<file path="config.mk">
export PLATFORM = sky130hd
export DESIGN_NAME = vga_frame_capture
export DESIGN_NICKNAME = d
export VERILOG_FILES = /design/src/rtl/vga_timing_pkg.sv /design/src/rtl/vga_line_meter.sv /design/src/rtl/vga_frame_capture.sv
export SDC_FILE = /design/constraint.sdc
export NUM_CORES = 1
export LEC_CHECK = 0
export BUFFER_PORTS_ARGS = -buffer_cell sky130_fd_sc_hd__clkbuf_2
export CAP_MARGIN = 10
export CORE_MARGIN = 2
export CORE_UTILIZATION = 45
export CTS_CLUSTER_SIZE = 24
export DETAILED_ROUTE_END_ITERATION = 10
export GPL_ROUTABILITY_DRIVEN = 0
export HOLD_SLACK_MARGIN = 0.12
export PLACE_DENSITY_LB_ADDON = 0.08
export RECOVER_POWER = 100
export SYNTH_ARGS = -nofsm -noshare
export SYNTH_HDL_FRONTEND = slang
export SYNTH_HIERARCHICAL = 1
export SYNTH_SLANG_ARGS = --single-unit
</file>
<file path="constraint.sdc">
create_clock -name CLOCK_50 -period 5.3 [get_ports CLOCK_50]
set_clock_uncertainty 0.2 [all_clocks]
set_input_delay 0.265 -clock CLOCK_50 [delete_from_list [all_inputs] [get_ports CLOCK_50]]
set_output_delay 0.265 -clock CLOCK_50 [all_outputs]
set_load 0.03 [all_outputs]
</file>
<file path="src/rtl/vga_timing_pkg.sv">
`default_nettype none
// ============================================================================
// Module   : vga_timing_pkg
// Purpose  : Nominal 640x480 VGA frame constants and capture FSM states.
// Revision : 1.0 - initial release
// ============================================================================
package vga_timing_pkg;

    localparam int VGA_H_TOTAL  = 800;
    localparam int VGA_V_TOTAL  = 525;
    localparam int VGA_H_ACTIVE = 640;
    localparam int VGA_V_ACTIVE = 480;

    typedef enum logic [1:0] {
        SEARCH = 2'd0,
        ALIGN  = 2'd1,
        LOCKED = 2'd2
    } capture_state_t;

endpackage
`default_nettype wire

</file>
<file path="src/rtl/vga_line_meter.sv">
`default_nettype none
// ============================================================================
// Module   : vga_line_meter
// Purpose  : HS edge detect, pixel/active-pixel counters and per-line check.
// Revision : 1.0 - initial release
// ============================================================================
module vga_line_meter
    import vga_timing_pkg::*;
#(
    parameter int H_TOTAL  = VGA_H_TOTAL,
    parameter int H_ACTIVE = VGA_H_ACTIVE
) (
    input  logic       CLOCK_50,
    input  logic       resetn,
    input  logic       pix_en,
    input  logic       hs,
    input  logic       blank,
    output logic       hs_fall,
    output logic [9:0] ax,
    output logic       line_bad
);

    localparam logic [9:0] c_cnt_max = 10'h3FF;

    logic       r_hs_prev;
    logic [9:0] r_hcnt;
    logic [9:0] r_ax;

    assign hs_fall  = pix_en & r_hs_prev & ~hs;
    // Counters still hold the values of the line that ends on this sample.
    assign line_bad = hs_fall &
                      ((({1'b0, r_hcnt} + 11'd1) != 11'(H_TOTAL)) |
                       ((r_ax != 10'd0) && (r_ax != 10'(H_ACTIVE))));
    assign ax       = r_ax;

    always_ff @(posedge CLOCK_50 or negedge resetn) begin
        if (!resetn) begin
            r_hs_prev <= 1'b1;
            r_hcnt    <= 10'd0;
            r_ax      <= 10'd0;
        end else if (pix_en) begin
            r_hs_prev <= hs;
            if (hs_fall) begin
                r_hcnt <= 10'd0;
                r_ax   <= 10'd0;
            end else begin
                if (r_hcnt != c_cnt_max)
                    r_hcnt <= r_hcnt + 10'd1;
                if (blank && (r_ax != c_cnt_max))
                    r_ax <= r_ax + 10'd1;
            end
        end
    end

endmodule
`default_nettype wire

</file>
<file path="src/rtl/vga_frame_capture.sv">
`default_nettype none
// ============================================================================
// Module   : vga_frame_capture
// Purpose  : VGA sink - timing lock, frame checks, downsampled framebuffer writes.
// Revision : 1.0 - initial release
// ============================================================================
module vga_frame_capture
    import vga_timing_pkg::*;
#(
    parameter int H_TOTAL     = VGA_H_TOTAL,
    parameter int V_TOTAL     = VGA_V_TOTAL,
    parameter int H_ACTIVE    = VGA_H_ACTIVE,
    parameter int V_ACTIVE    = VGA_V_ACTIVE,
    parameter int SCALE_SHIFT = 1,
    parameter int COLOR_BITS  = 4,
    parameter int X_W         = 9,
    parameter int Y_W         = 8
) (
    input  logic                    CLOCK_50,
    input  logic                    resetn,
    input  logic                    pix_en,
    input  logic                    VGA_HS,
    input  logic                    VGA_VS,
    input  logic                    VGA_BLANK,
    input  logic [9:0]              VGA_R,
    input  logic [9:0]              VGA_G,
    input  logic [9:0]              VGA_B,
    output logic                    wr_en,
    output logic [X_W-1:0]          wr_x,
    output logic [Y_W-1:0]          wr_y,
    output logic [3*COLOR_BITS-1:0] wr_data,
    output logic                    frame_done,
    output logic                    locked,
    output logic                    sync_err
);

    localparam logic [9:0] c_sub_mask = 10'((1 << SCALE_SHIFT) - 1);
    localparam logic [9:0] c_lcnt_max = 10'h3FF;
    localparam logic [8:0] c_ay_max   = 9'h1FF;

    logic           w_hs_fall;
    logic           w_line_bad;
    logic [9:0]     w_ax;
    logic           w_vs_fall;
    logic           w_frame_bad;
    logic           w_overrun;
    logic           w_write;
    logic           w_unused;

    logic           r_vs_prev;
    logic [9:0]     r_lcnt;
    logic [8:0]     r_ay;
    capture_state_t r_state;
    logic           r_bad;
    logic           r_locked;
    logic           r_sync_err;
    logic           r_frame_done;
    logic                    r_wr_en;
    logic [X_W-1:0]          r_wr_x;
    logic [Y_W-1:0]          r_wr_y;
    logic [3*COLOR_BITS-1:0] r_wr_data;

    vga_line_meter #(
        .H_TOTAL  (H_TOTAL),
        .H_ACTIVE (H_ACTIVE)
    ) u_line_meter (
        .CLOCK_50 (CLOCK_50),
        .resetn   (resetn),
        .pix_en   (pix_en),
        .hs       (VGA_HS),
        .blank    (VGA_BLANK),
        .hs_fall  (w_hs_fall),
        .ax       (w_ax),
        .line_bad (w_line_bad)
    );

    assign w_vs_fall   = pix_en & r_vs_prev & ~VGA_VS;
    assign w_frame_bad = w_vs_fall &
                         ((({1'b0, r_lcnt} + 11'd1) != 11'(V_TOTAL)) |
                          (r_ay != 9'(V_ACTIVE)));
    assign w_overrun   = pix_en & VGA_BLANK &
                         ((w_ax >= 10'(H_ACTIVE)) | (r_ay >= 9'(V_ACTIVE)));
    assign w_write     = pix_en & VGA_BLANK & ~w_overrun & (r_state == LOCKED) &
                         ((w_ax & c_sub_mask) == 10'd0) &
                         ((r_ay & c_sub_mask[8:0]) == 9'd0);
    assign w_unused    = ^{VGA_R[9-COLOR_BITS:0], VGA_G[9-COLOR_BITS:0],
                           VGA_B[9-COLOR_BITS:0]};

    // A VS fall also clears on a coincident HS fall: that line is line 0.
    always_ff @(posedge CLOCK_50 or negedge resetn) begin
        if (!resetn) begin
            r_vs_prev <= 1'b1;
            r_lcnt    <= 10'd0;
            r_ay      <= 9'd0;
        end else if (pix_en) begin
            r_vs_prev <= VGA_VS;
            if (w_vs_fall) begin
                r_lcnt <= 10'd0;
                r_ay   <= 9'd0;
            end else if (w_hs_fall) begin
                if (r_lcnt != c_lcnt_max)
                    r_lcnt <= r_lcnt + 10'd1;
                if ((w_ax != 10'd0) && (r_ay != c_ay_max))
                    r_ay <= r_ay + 9'd1;
            end
        end
    end

    always_ff @(posedge CLOCK_50 or negedge resetn) begin
        if (!resetn) begin
            r_state      <= SEARCH;
            r_bad        <= 1'b0;
            r_locked     <= 1'b0;
            r_sync_err   <= 1'b0;
            r_frame_done <= 1'b0;
        end else begin
            r_sync_err   <= 1'b0;
            r_frame_done <= 1'b0;
            if (pix_en) begin
                case (r_state)
                    SEARCH: begin
                        if (w_vs_fall) begin
                            r_state <= ALIGN;
                            r_bad   <= 1'b0;
                        end
                    end
                    ALIGN: begin
                        if (w_vs_fall) begin
                            r_bad <= 1'b0;
                            if (!(r_bad | w_line_bad | w_frame_bad)) begin
                                r_state  <= LOCKED;
                                r_locked <= 1'b1;
                            end
                        end else if (w_line_bad | w_overrun) begin
                            r_bad <= 1'b1;
                        end
                    end
                    LOCKED: begin
                        if (w_vs_fall && !w_frame_bad)
                            r_frame_done <= 1'b1;
                        if (w_line_bad | w_frame_bad | w_overrun) begin
                            r_state    <= ALIGN;
                            r_locked   <= 1'b0;
                            r_sync_err <= 1'b1;
                            // The frame in progress is tainted unless a new one starts here.
                            r_bad      <= ~w_vs_fall;
                        end
                    end
                    default: begin
                        r_state  <= SEARCH;
                        r_locked <= 1'b0;
                    end
                endcase
            end
        end
    end

    always_ff @(posedge CLOCK_50 or negedge resetn) begin
        if (!resetn) begin
            r_wr_en   <= 1'b0;
            r_wr_x    <= '0;
            r_wr_y    <= '0;
            r_wr_data <= '0;
        end else begin
            r_wr_en <= w_write;
            if (w_write) begin
                r_wr_x    <= X_W'(w_ax >> SCALE_SHIFT);
                r_wr_y    <= Y_W'(r_ay >> SCALE_SHIFT);
                r_wr_data <= {VGA_R[9 -: COLOR_BITS], VGA_G[9 -: COLOR_BITS],
                              VGA_B[9 -: COLOR_BITS]};
            end
        end
    end

    assign wr_en      = r_wr_en;
    assign wr_x       = r_wr_x;
    assign wr_y       = r_wr_y;
    assign wr_data    = r_wr_data;
    assign frame_done = r_frame_done;
    assign locked     = r_locked;
    assign sync_err   = r_sync_err;

endmodule
`default_nettype wire

</file>
==> qor.yml <==
status:
  status: "finished, violations left"
  violations: "capacitance limit, slew limit"
detailed_routing:
  wire_per_inst_um: 15.95
  drc: 0
  drt-vias-per-instance: 5.783
  drtIter0Drc: 124
  ant_nets: 0
  via_count: 3331
  wl_mm: 9.185
  first_pass_iters: 5
global_route:
  antenna_found_initial: 0
  grt_max_degree: 78
  grt_overflow_total: 0
  track_usage_pct: 19.56
  grt_pass1_vias: 3204
  grt_pass1_wl_mm: 15.76
floorplan:
  die_width_um: 99.98
  die_h_um: 99.98
  rows: 35
  core_um2: 9065
  dieArea_um2: 9995
  ios: 69
  initial_utilization_pct: 45.73
synth:
  synth_nets: 450
  synth-edff-count: 0
  ys_seq_area_share_pct: 46.54
  synthXorXnorAreaFrac_pct: 2.535
  synth.top_cells.by_count: "75 x dfrtp_1, 31 x mux2_2, 31 x o21ai_0, 29 x nand2_1, 22 x nor2_1"
  synthTopCellsByArea: "dfrtp_1 45%, mux2_2 8.4%, o21ai_0 3.7%, ha_1 3.6%, nand2_1 2.6%"
  synth_adder_area_share_pct: 3.622
  synth_area_leader_cell: "dfrtp_1"
  ys_types: 63
  synth_top_family_by_area: "simple AND/OR/NAND/NOR gates"
  synth_area_um2: 4145
  netlist.area_leader.share_pct: 45.28
  yosysMostFrequentCell: "dfrtp_1"
  ys_ff_latch: 77
  synth-simple-area-share_pct: 19.11
  synth_compound_area_share_pct: 15.45
  synth_area_per_cell_um2: 10.31
  synthFlopType: "dfrtp_1"
  synth_mux_area_share_pct: 8.904
  synth-warning-count: 6
  synthCells: 402
  synthArstFlopShare_pct: 100.0
run:
  maxCapViolCount: 2
place:
  dp_cells: 545
  portBuffers: 50
  dp_hpwl_mm: 6.013
sta:
  slew_viol_final: 109
  fin_crit_ns: 3.248
  fmax_ghz: 0.3079
  slew_headroom_pct: -27.25
  fin_setup_tns_ns: 0
  rsz0062_at_grt: "false"
  setup_viol: 0
  tightestPinTransition_ns: 1.909
  finalCritPeriodShare_pct: 61.28
  finalHoldViolations: 0
clocking:
  cts_tree: "built"
  clock_latency_ns: 0.35
  htreeDepth: 3
  cts_resized: 0
  cts_buffer_depth: 2
  clock_sinks: 77
  cts-root-buf: "clkbuf_8"
  cts_buffers: 9
  clk_pin_slew_worst_paths_ns: 0.09
worst_setup_path:
  crit_type: "in -> reg"
  cp_num_buf_inv: 4
  max_stage_delay_ns: 0.92
  r2r-end: "wr_x[1]"
  r2r_cells: 5
  r2r_slack_ns: 2.13
  crit_required_ns: 5.35
  rr_startpoint: "u_line_meter/ax[7]"
  critical_path.top_delay_family: "compound AO/OA/AOI/OAI gates"
  setup.worst_path.end_class: "register"
  cp_max_fo: 14
  worstPathCellList: "dlygate4sd3_1, clkbuf_2, nand3b_1, inv_1, inv_1, a31oi_1, o21ai_0, o21ai_0, o31ai_1"
  cp-start-kind: "input port"
  critPathArrivalTime_ns: 3.30
  cpMaxStageDelayCell: "o21ai_0"
pwr:
  vdd_ir_drop_max_uv: 216.7
  combinationalPowerShare_pct: 28.8
  swShare_pct: 36.84
  p_switching_mw: 0.6887
  power_density_nw_per_um2: 394.1
  p_leak_nw: 2.067
  seqPwrFrac_pct: 45.1
  p_int_mw: 1.181
  power.clock.fraction_pct: 26.1
cells_and_area:
  regArea_um2: 1929
  n_antenna_cell: 0
  nets: 509
  fill_cells: 841
  area_growth_syn_to_layout_pct: 14.43
  stdcell_count: 576
  drive_gt1_share_pct: 15.91
  multi_input_area_um2: 2026
worst_hold_path:
  hold_start: "VGA_BLANK"
  holdPathStages: 4
  min_path_type: "in -> reg"
  min_to: "u_line_meter/ax[2]"
## stage by stage
step | setup slack [ns] | power, mW | cell area [um2] | utilization (%) | hold slack (ns)
final | 2.052 | 1.869 | 4743 | 52.33 | 0.1882
after global placement | 1.988 | 1.396 | 4459 | 49.19 | 0.2875
after global routing | 1.747 | 1.988 | 4743 | 52.33 | 0.2363
after detailed placement | 1.976 | 1.413 | 4459 | 49.19 | 0.2879
after floorplan | 2.865 | 1.251 | 4145 | - | -0.2306
after CTS | 2.071 | 1.914 | 4822 | 53.20 | 0.1702
## power groups by stage
stage / logic [mW] / registers, mW / clock network, mW
finish: 0.539 / 0.843 / 0.487
global route: 0.596 / 0.864 / 0.529
CTS: 0.569 / 0.844 / 0.500
detailed placement: 0.559 / 0.854 / 0
global placement: 0.549 / 0.847 / 0
floorplan: 0.318 / 0.933 / 0
## layout by cell type, fill, tap and decap left out, drive strengths merged, types with 3 or more instances in the layout
cell type / count
dfrtp: 75
and3: 8
a21oi: 18
nor4: 4
xnor2: 4
nand3: 18
a311oi: 4
o31ai: 7
xor2: 8
and4: 6
dlygate4sd3: 15
nand2b: 5
inv: 18
mux2: 31
o41ai: 4
a31oi: 5
ha: 12
clkbuf: 60
nand4: 14
and2: 7
nor2: 22
nand2: 29
o21ai: 31
nand3b: 3
nor3: 6
or3: 6
## registers in the layout, summed over array words and instances (netlist names)
name and flops:
u_line_meter/r_hcnt 10, wr_en 1, r_state 2, sync_err 1, wr_x 9, r_bad 1
locked 1, r_ay 9, frame_done 1, r_lcnt 10, wr_y 8, u_line_meter/r_hs_prev 1
u_line_meter/ax 10, r_vs_prev 1, wr_data 12
## worst max-delay path by stage
stage                 start         to  slack (ns)  cells past startpoint
finish               VGA_HS  r_lcnt[9]        2.05                      9
detailed placement   pix_en  r_lcnt[7]        1.98                      8
global route         VGA_HS  r_lcnt[3]        1.75                      9
CTS                  VGA_HS  r_lcnt[9]        2.07                      9
floorplan           r_ay[2]    r_ay[5]        2.86                     10
global placement     pix_en  r_lcnt[5]        1.99                      8
## kinds of logic after synthesis
logic type	Yosys count
XOR/XNOR	12
AND/OR/NAND/NOR	139
multiplexers	33
buffers and inverters	37
AO/OA/AOI/OAI	92
flip-flops	77
adder cells (fa/ha/maj)	12
## area by class of cell
cell class | count | share of cell area (%)
Clock buffer | 9 | 2.611
Inverter | 18 | 1.424
Multi-Input combinational cell | 288 | 42.71
Timing Repair Buffer | 67 | 7.782
Clock inverter | 6 | 1.873
Sequential cell | 77 | 40.68
Tap cell | 111 | 2.928
## what timing repair did
action                    CTS  global route
hold endpoints to repair   89             0
hold buffers               15             0
setup buffers               0             0
## worst min-delay path: cells and delay by family
kind / cells / cell delay (ns)
AND/OR/NAND/NOR: 2 / 0.24
buffers and inverters: 1 / 0.13
AO/OA/AOI/OAI: 1 / 0.06
## routing by layer
layer | GRT usage [%] | share of wire [%] | vias to the layer above
li1 | - | - | 1599
met1 | 28.47 | 49 | 1646
met2 | 29.21 | 45 | 73
met3 | 4.248 | 4.6 | 13
met4 | 6.428 | 1.4 | 0
met5 | 0 | 0 | -
No activity file was read; power rests on OpenSTA's default activity.
